==> src/rtl/threshold_dither.sv <==
// threshold_dither
//   Turns an 8-bit grayscale raster stream into a 1-bit stream. Each pixel is
//   compared against a threshold that is latched once per frame. Optionally,
//   half of the quantisation error is carried to the next pixel on the same line.
//
// Ports
//   clk_in, rst_n_in          clock, asynchronous active-low reset
//   pixel_in, pixel_valid_in  grayscale pixel in raster order, one per valid cycle
//   threshold_in              threshold for the next frame, latched at pixel (0,0)
//   diffuse_en_in             error diffusion enable, latched with threshold_in
//   dithered_pixel            1-bit result (1 = white), one cycle after input
//   dithered_valid            registered copy of pixel_valid_in
//   hcount_out, vcount_out    column/row of the pixel on dithered_pixel
//   frame_done                pulse alongside the last pixel of a frame
//   active_threshold          threshold in use for the current frame
module threshold_dither #(
    parameter int unsigned H_ACTIVE        = 320,
    parameter int unsigned V_ACTIVE        = 240,
    parameter int unsigned RESET_THRESHOLD = 60
) (
    input  logic       clk_in,
    input  logic       rst_n_in,
    input  logic [7:0] pixel_in,
    input  logic       pixel_valid_in,
    input  logic [7:0] threshold_in,
    input  logic       diffuse_en_in,
    output logic       dithered_pixel,
    output logic       dithered_valid,
    output logic [8:0] hcount_out,
    output logic [7:0] vcount_out,
    output logic       frame_done,
    output logic [7:0] active_threshold
);

    logic [8:0]        r_col;
    logic [7:0]        r_row;
    logic signed [8:0] r_carry;
    logic [7:0]        r_thresh;
    logic              r_diff;
    logic              r_pixel;
    logic              r_valid;
    logic [8:0]        r_hcount;
    logic [7:0]        r_vcount;
    logic              r_frame_done;

    logic              w_first;
    logic              w_col_last;
    logic              w_row_last;
    logic [7:0]        w_thresh;
    logic              w_diff;
    logic signed [8:0] w_carry_in;
    logic signed [9:0] w_sum;
    logic              w_out;
    logic signed [9:0] w_err;
    logic signed [9:0] w_shift;
    logic signed [8:0] w_carry_sat;

    assign w_first    = (r_col == '0) && (r_row == '0);
    assign w_col_last = (r_col == 9'(H_ACTIVE - 1));
    assign w_row_last = (r_row == 8'(V_ACTIVE - 1));

    // The first pixel of a frame already uses the values being latched.
    assign w_thresh   = w_first ? threshold_in  : r_thresh;
    assign w_diff     = w_first ? diffuse_en_in : r_diff;
    assign w_carry_in = w_diff ? r_carry : '0;

    always_comb begin
        w_sum   = $signed({2'b00, pixel_in}) + $signed({w_carry_in[8], w_carry_in});
        w_out   = (w_sum >= $signed({2'b00, w_thresh}));
        w_err   = w_sum - (w_out ? 10'sd255 : 10'sd0);
        w_shift = w_err >>> 1;
        if (w_shift > 10'sd127) begin
            w_carry_sat = 9'sd127;
        end else if (w_shift < -10'sd128) begin
            w_carry_sat = -9'sd128;
        end else begin
            w_carry_sat = w_shift[8:0];
        end
    end

    always_ff @(posedge clk_in or negedge rst_n_in) begin
        if (!rst_n_in) begin
            r_col        <= '0;
            r_row        <= '0;
            r_carry      <= '0;
            r_thresh     <= 8'(RESET_THRESHOLD);
            r_diff       <= 1'b1;
            r_pixel      <= 1'b0;
            r_valid      <= 1'b0;
            r_hcount     <= '0;
            r_vcount     <= '0;
            r_frame_done <= 1'b0;
        end else begin
            r_valid      <= pixel_valid_in;
            r_frame_done <= pixel_valid_in && w_col_last && w_row_last;
            if (pixel_valid_in) begin
                r_pixel  <= w_out;
                r_hcount <= r_col;
                r_vcount <= r_row;
                r_thresh <= w_thresh;
                r_diff   <= w_diff;
                // No error crosses a line boundary.
                if (w_col_last || !w_diff) begin
                    r_carry <= '0;
                end else begin
                    r_carry <= w_carry_sat;
                end
                if (w_col_last) begin
                    r_col <= '0;
                    r_row <= w_row_last ? '0 : r_row + 8'd1;
                end else begin
                    r_col <= r_col + 9'd1;
                end
            end
        end
    end

    assign dithered_pixel   = r_pixel;
    assign dithered_valid   = r_valid;
    assign hcount_out       = r_hcount;
    assign vcount_out       = r_vcount;
    assign frame_done       = r_frame_done;
    assign active_threshold = r_thresh;

endmodule

==> config.mk <==
export PLATFORM = sky130hd
export DESIGN_NAME = threshold_dither
export DESIGN_NICKNAME = d
export VERILOG_FILES = /design/src/rtl/threshold_dither.sv
export SDC_FILE = /design/constraint.sdc
export NUM_CORES = 1
export LEC_CHECK = 0
export ABC_AREA = 1
export ABC_CLOCK_PERIOD_IN_PS = 8800
export BUFFER_PORTS_ARGS = -buffer_cell sky130_fd_sc_hd__buf_2
export CORE_ASPECT_RATIO = 0.75
export CORE_MARGIN = 2
export CORE_UTILIZATION = 42
export CTS_BUF_LIST = sky130_fd_sc_hd__clkbuf_4 sky130_fd_sc_hd__clkbuf_8
export DETAILED_ROUTE_END_ITERATION = 12
export PLACE_DENSITY_LB_ADDON = 0.08
export SLEW_MARGIN = 10
export SYNTH_ARGS = -nofsm -noshare
export SYNTH_HDL_FRONTEND = slang
export SYNTH_SLANG_ARGS = --single-unit
==> constraint.sdc <==
create_clock -name clk_in -period 8.8 [get_ports clk_in]
set_input_delay 1.76 -clock clk_in [delete_from_list [all_inputs] [get_ports clk_in]]
set_output_delay 1.76 -clock clk_in [all_outputs]
set_load 0.05 [all_outputs]
* Word level (Yosys, flattened, before mapping)
Cells that the tools add are included.
** Storage, ports and cells
- Input port bits :: 20
- Bits in registers :: 55
- Output and inout port bits :: 28
** Operators by class
- Muxes and demuxes :: 9
- Add/sub/neg operators :: 4
- Eq/ne operators :: 2
- Reduce and logical (&&, ||, !) cells :: 8
- Order comparisons :: 3
** Operator list (number)
- 2-to-1 mux 9 bit :: 5
- 2-to-1 mux 8 bit :: 3
- adder 9 x 9 -> 10 bit :: 1
- greater-or-equal comparator 10 x 9 -> 1 bit :: 1
- subtractor 10 x 9 -> 10 bit :: 1
- adder 9 x 1 -> 9 bit, second input constant :: 1
- == test 9 bit, second input constant :: 1
- > comparator 9 x 8 -> 1 bit, second input constant :: 1
- logical NOT 9 bit :: 1
- less-than comparator 9 x 8 -> 1 bit, second input constant :: 1
- adder 8 x 1 -> 8 bit, second input constant :: 1
- == test 8 bit, second input constant :: 1
- logical NOT 8 bit :: 1
- logical AND 1 bit :: 3
- AND reduction 2 bit :: 1
- logical NOT 1 bit :: 1
- logical OR 1 bit :: 1
- 2-to-1 mux 1 bit :: 1

* Depth between registers and ports, before layout
- Word-level depth :: 12
- Mapped depth :: 43
- Depth with buffers taken out :: 43

* Worst setup path before layout
No wires, ideal clock.
- Path kind :: input port to flip-flop
- Start :: input port diffuse_en_in
- End :: register r_carry[0]
- Library setup time :: 66 ps
- Required time :: 8734 ps
- Slack :: 3088 ps
- Arrival time :: 5647 ps
- Cell stages on the path :: 33
- Path buffers :: 0
- Cells stage by stage :: inv_1 nand3_1 nand2_2 nor2_1 ha_1 inv_1 fa_1 inv_1 nand3_1 nand2_1 a21oi_1 o21ai_0 xnor2_1 inv_1 ha_1 nand2_1 inv_1 nand2_1 nand2_1 nor2_1 nand2_1 nand2_1 inv_1 fa_1 o21ai_0 a21oi_1 xnor2_1 inv_1 nand3_2 nand2_2 inv_2 nand2_1 nand2_1
** On the way
- Longest elaborated chain between the ends :: 10
** RTL lines
- start: declaration :: RTL line 26 : input logic diffuse_en_in,
- 2-to-1 mux 1 bit (*) :: RTL line 64 : assign w_diff = w_first ? diffuse_en_in : r_diff;
- 2-to-1 mux 9 bit (*) :: RTL line 65 : assign w_carry_in = w_diff ? r_carry : '0;
- adder 9 x 9 -> 10 bit (*) :: RTL line 68 : w_sum = $signed({2'b00, pixel_in}) + $signed({w_carry_in[8], w_carry_in});
- greater-or-equal comparator 10 x 9 -> 1 bit (*) :: RTL line 69 : w_out = (w_sum >= $signed({2'b00, w_thresh}));
- via w_out :: RTL line 53 : logic w_out;
- 2-to-1 mux 8 bit (*) :: RTL line 70 : w_err = w_sum - (w_out ? 10'sd255 : 10'sd0);
- subtractor 10 x 9 -> 10 bit (*) :: RTL line 70
- less-than comparator 9 x 8 -> 1 bit :: RTL line 74 : end else if (w_shift < -10'sd128) begin
- 2-to-1 mux 9 bit :: RTL line 74
- 2-to-1 mux 9 bit (*) :: RTL line 72 : if (w_shift > 10'sd127) begin
- 2-to-1 mux 9 bit (*) :: RTL line 103 : if (w_col_last || !w_diff) begin
- end signal: assignment :: RTL line 106 : r_carry <= w_carry_sat;
- end: declaration :: RTL line 37 : logic signed [8:0] r_carry;
Mark *: on every way through the listed nets, which the timed path passes. The rest lies on a longest branch.
A chain may end at the register's enable or synchronous reset.

* Worst setup path after layout
- Start :: input port diffuse_en_in
- End :: register r_carry[5]
** On the way
- Longest elaborated chain between the ends :: 10
** RTL lines (RTL line)
- 2-to-1 mux 1 bit (*) :: 64
- 2-to-1 mux 9 bit :: 65
- adder 9 x 9 -> 10 bit :: 68
- greater-or-equal comparator 10 x 9 -> 1 bit :: 69
- 2-to-1 mux 8 bit :: 70
- subtractor 10 x 9 -> 10 bit :: 70
- less-than comparator 9 x 8 -> 1 bit :: 74
- 2-to-1 mux 9 bit :: 74
- 2-to-1 mux 9 bit :: 72
- 2-to-1 mux 9 bit (*) :: 103
Mark *: on every way between the ends. The rest lies on a longest branch, timed or not.

==> impl_metrics.xml <==
<?xml version="1.0" encoding="UTF-8"?>
<metrics>
  <group name="outcome">
    <metric name="outcome" unit="">finished clean</metric>
  </group>
  <group name="routing">
    <metric name="drtIter0Drc" unit="">121</metric>
    <metric name="postRouteAntennaNets" unit="">0</metric>
    <metric name="wl" unit="mm">8.162</metric>
    <metric name="dr.pass1.iters" unit="">4</metric>
    <metric name="detail_route.drc_violations" unit="">0</metric>
    <metric name="route.detailed.wl_per_inst" unit="µm">13.67</metric>
    <metric name="detail_route.vias_per_cell" unit="">4.936</metric>
    <metric name="via_count" unit="">2947</metric>
  </group>
  <group name="pwr">
    <metric name="design_power_total" unit="mW">1.102</metric>
    <metric name="cellPowerDensity" unit="nW/µm²">276.1</metric>
    <metric name="irDropWorstVdd" unit="µV">125.0</metric>
    <metric name="cellLeakagePower" unit="nW">2.151</metric>
  </group>
  <group name="floorplanning">
    <metric name="io_pins" unit="">48</metric>
    <metric name="placement_rows" unit="">28</metric>
    <metric name="initial_core_util" unit="">0.4386</metric>
    <metric name="die-height" unit="µm">83.27</metric>
    <metric name="die_area" unit="µm²">9133</metric>
    <metric name="fp.dieW" unit="µm">109.7</metric>
    <metric name="floorplan.core_area" unit="µm²">8023</metric>
  </group>
  <group name="logic_synthesis">
    <metric name="yosysWarningCount" unit="">0</metric>
    <metric name="cells_after_synthesis" unit="">442</metric>
    <metric name="synth.yosys.seq_area_share" unit="">0.3930</metric>
    <metric name="synthDistinctLibCells" unit="">36</metric>
    <metric name="postSynthAreaPerCell" unit="µm²">7.960</metric>
    <metric name="ys_dominant_reg_cell" unit="">dfrtp_1</metric>
    <metric name="synth.ff_latch_count" unit="">55</metric>
    <metric name="synthArstFlopShare" unit="">1.000</metric>
    <metric name="synth.cell_area" unit="µm²">3518</metric>
    <metric name="synth_edf_count" unit="">0</metric>
    <metric name="synth.net_count" unit="">491</metric>
  </group>
  <group name="global_routing">
    <metric name="first_global_vias" unit="">2741</metric>
    <metric name="globalRoute.totalOverflow" unit="">0</metric>
    <metric name="antenna_found_initial" unit="">0</metric>
    <metric name="grt_first_pass_wirelength" unit="mm">13.43</metric>
    <metric name="grt_max_degree" unit="">58</metric>
    <metric name="groute.usage.overall" unit="">0.1860</metric>
  </group>
  <group name="setup_path">
    <metric name="crit_path_start_kind" unit="">input pin</metric>
    <metric name="crit_path_max_incr_delay" unit="ps">360</metric>
    <metric name="crit_fanout" unit="">9</metric>
    <metric name="setup.worst_path.end_class" unit="">flop</metric>
    <metric name="critical_path.slowest_cell" unit="">ha_1</metric>
    <metric name="worst_path_most_repeated_cell" unit="">nand2_1</metric>
    <metric name="worst_r2r_path_depth" unit="">41</metric>
    <metric name="worst_ep_required_time" unit="ps">9010</metric>
    <metric name="path_class" unit="">input pin to flop</metric>
    <metric name="arrival" unit="ps">6420</metric>
  </group>
  <group name="sta">
    <metric name="final-setup-viol-count" unit="">0</metric>
    <metric name="slew_violations" unit="">0</metric>
    <metric name="layout_min_cycle_time" unit="ps">6213</metric>
    <metric name="report.final.hold_viol_count" unit="">0</metric>
    <metric name="grt_setup_unrepaired" unit="">false</metric>
    <metric name="final.setup_skew" unit="ps">8.643</metric>
    <metric name="finalSetupTns" unit="ps">0</metric>
    <metric name="worst_slew_margin_rel" unit="">0.5302</metric>
    <metric name="max_freq" unit="MHz">160.9</metric>
    <metric name="worstMarginPinSlew" unit="ps">704.7</metric>
    <metric name="layout_worst_path_cycle_share" unit="">0.7061</metric>
  </group>
  <group name="clocking">
    <metric name="cts_htree_levels" unit="">2</metric>
    <metric name="postCtsSetupBuffers" unit="">0</metric>
    <metric name="cts.clk_slew.worst_paths" unit="ps">90</metric>
    <metric name="worst_skew_pair.late_latency" unit="ps">310</metric>
    <metric name="post_cts.resized_instances" unit="">0</metric>
    <metric name="cts_buffer_depth" unit="">2</metric>
    <metric name="root_buffer" unit="">clkbuf_8</metric>
    <metric name="clock_sink_count" unit="">55</metric>
    <metric name="tritoncts_buffer_count" unit="">5</metric>
    <metric name="cts_hold_repair.buffers" unit="">0</metric>
    <metric name="clock_tree_from_tritoncts" unit="">done</metric>
  </group>
  <group name="cells_and_area">
    <metric name="final_core_utilization" unit="">0.4973</metric>
    <metric name="diodes" unit="">0</metric>
    <metric name="final_layout_fill_cell_count" unit="">797</metric>
    <metric name="design.final.nets" unit="">540</metric>
    <metric name="drive_above_1_share" unit="">0.1748</metric>
    <metric name="flow.area_growth_from_synthesis" unit="%">13.41</metric>
    <metric name="final_cell_count_no_fill" unit="">597</metric>
  </group>
  <group name="placed_design">
    <metric name="gp_congestion" unit="">0.8991</metric>
    <metric name="place_hpwl" unit="mm">6.389</metric>
    <metric name="place.detailed.instances" unit="">589</metric>
    <metric name="numPortBuffers" unit="">47</metric>
  </group>
  <group name="run">
    <metric name="cap_viol_max_count" unit="">0</metric>
  </group>
  <group name="min_path">
    <metric name="min_path_type" unit="">flop to flop</metric>
    <metric name="timing.hold.worst_path_depth" unit="">2</metric>
  </group>
</metrics>
metal layers:
layer  track usage  up-vias  routed length [µm]
li1              -     1535                   -
met1        0.3020     1358                4492
met2        0.2576       49                3287
met3       0.03454        5                 349
met4       0.02417        0                  32
met5             0        -                   0
layout by cell type (no fill, tap or decap), types with 3 or more instances in the layout:
cell      count
mux2i_1       8
o21ai_0      31
inv_1        63
nor3_1        9
nand4_1       5
a21oi_1      17
xor2_1       11
clkbuf_8      6
buf_2        47
o22ai_1       3
inv_2         3
nand2_1     115
dfstp_2       5
dfrtp_1      50
nor2_1       25
ha_1         27
nand2_2       6
nand3_2       5
nand3_1      20
xnor2_1       6
nor2_4        3
power by group:
part           switching (mW)  leakage, nW  internal (mW)
Combinational           0.382         1.42          0.180
Clock                  0.0849       0.0612         0.0923
Sequential             0.0449        0.667          0.318
worst paths after layout:
path | startpoint | end | slack (ps)
worst min-delay path | hcount_out[8] | hcount_out[8] | 480
worst max register to register | r_col[0] | r_carry[5] | 3100
worst max-delay path | diffuse_en_in | r_carry[5] | 2590
worst min register to register | hcount_out[8] | hcount_out[8] | 480
max in group asynchronous | rst_n_in | hcount_out[8] | 6760
min in group asynchronous | rst_n_in | frame_done | 1570
stage by stage:
| step | instance area [µm²] | hold slack [ps] | setup WS, ps |
|---|---|---|---|
| final | 3990 | 479.0 | 2587 |
| after CTS | 3990 | 485.6 | 2618 |
| after detailed placement | 3872 | 457.0 | 2296 |
| after global placement | 3872 | 453.5 | 2358 |
| after floorplan | 3518 | 448.8 | 3088 |
| after global routing | 3990 | 519.5 | 1959 |
state kept, by name (all words and copies together) (netlist names):
name,cells
r_col,9
dithered_pixel,1
r_row,8
dithered_valid,1
r_carry,9
frame_done,1
r_diff,1
vcount_out,8
hcount_out,9
active_threshold,8
final cells by class:
class	instances	area [µm²]	share of cell area
flip-flops and latches	55	1383	0.3465
repair buffers	49	250.2	0.06272
clock buffers	6	82.58	0.02070
well taps	105	131.4	0.03293
inverters	66	247.7	0.06209
clock inverters	2	35.03	0.008780
multi-input cells	314	1861	0.4663
cell usage after synthesis (6+ instances only):
cell / instances / area (µm²)
ha_1: 27 / 337.8
a21oi_1: 17 / 85.08
xnor2_1: 6 / 52.55
clkbuf_1: 6 / 22.52
inv_1: 63 / 236.5
dfrtp_1: 50 / 1251
o21ai_0: 31 / 155.2
nor2_1: 25 / 93.84
nor3_1: 9 / 45.04
mux2i_1: 8 / 80.08
nand2_2: 6 / 37.54
nand3_1: 20 / 100.1
nand2_1: 115 / 431.7
xor2_1: 11 / 96.34
kinds of logic (layout without fill, tap and decap cells):
family	Yosys count	after routing	synth area share
AND/OR/NAND/NOR	197	197	0.2564
buffers and inverters	73	123	0.07823
AO/OA/AOI/OAI	62	62	0.09673
flip-flops	55	55	0.3930
adder cells (fa/ha/maj)	29	29	0.1074
XOR/XNOR	17	17	0.04232
multiplexers	9	9	0.02596
critical path: cells and delay by family:
family / cells / cell delay (ps)
xor gates and xnor gates: 1 / 150
and+or+nand+nor: 22 / 2130
AOI/OAI and AO/OA: 5 / 990
buffers and inverters: 5 / 340
adders and majority gates: 3 / 1010
Power figures use the tool's default switching activity.
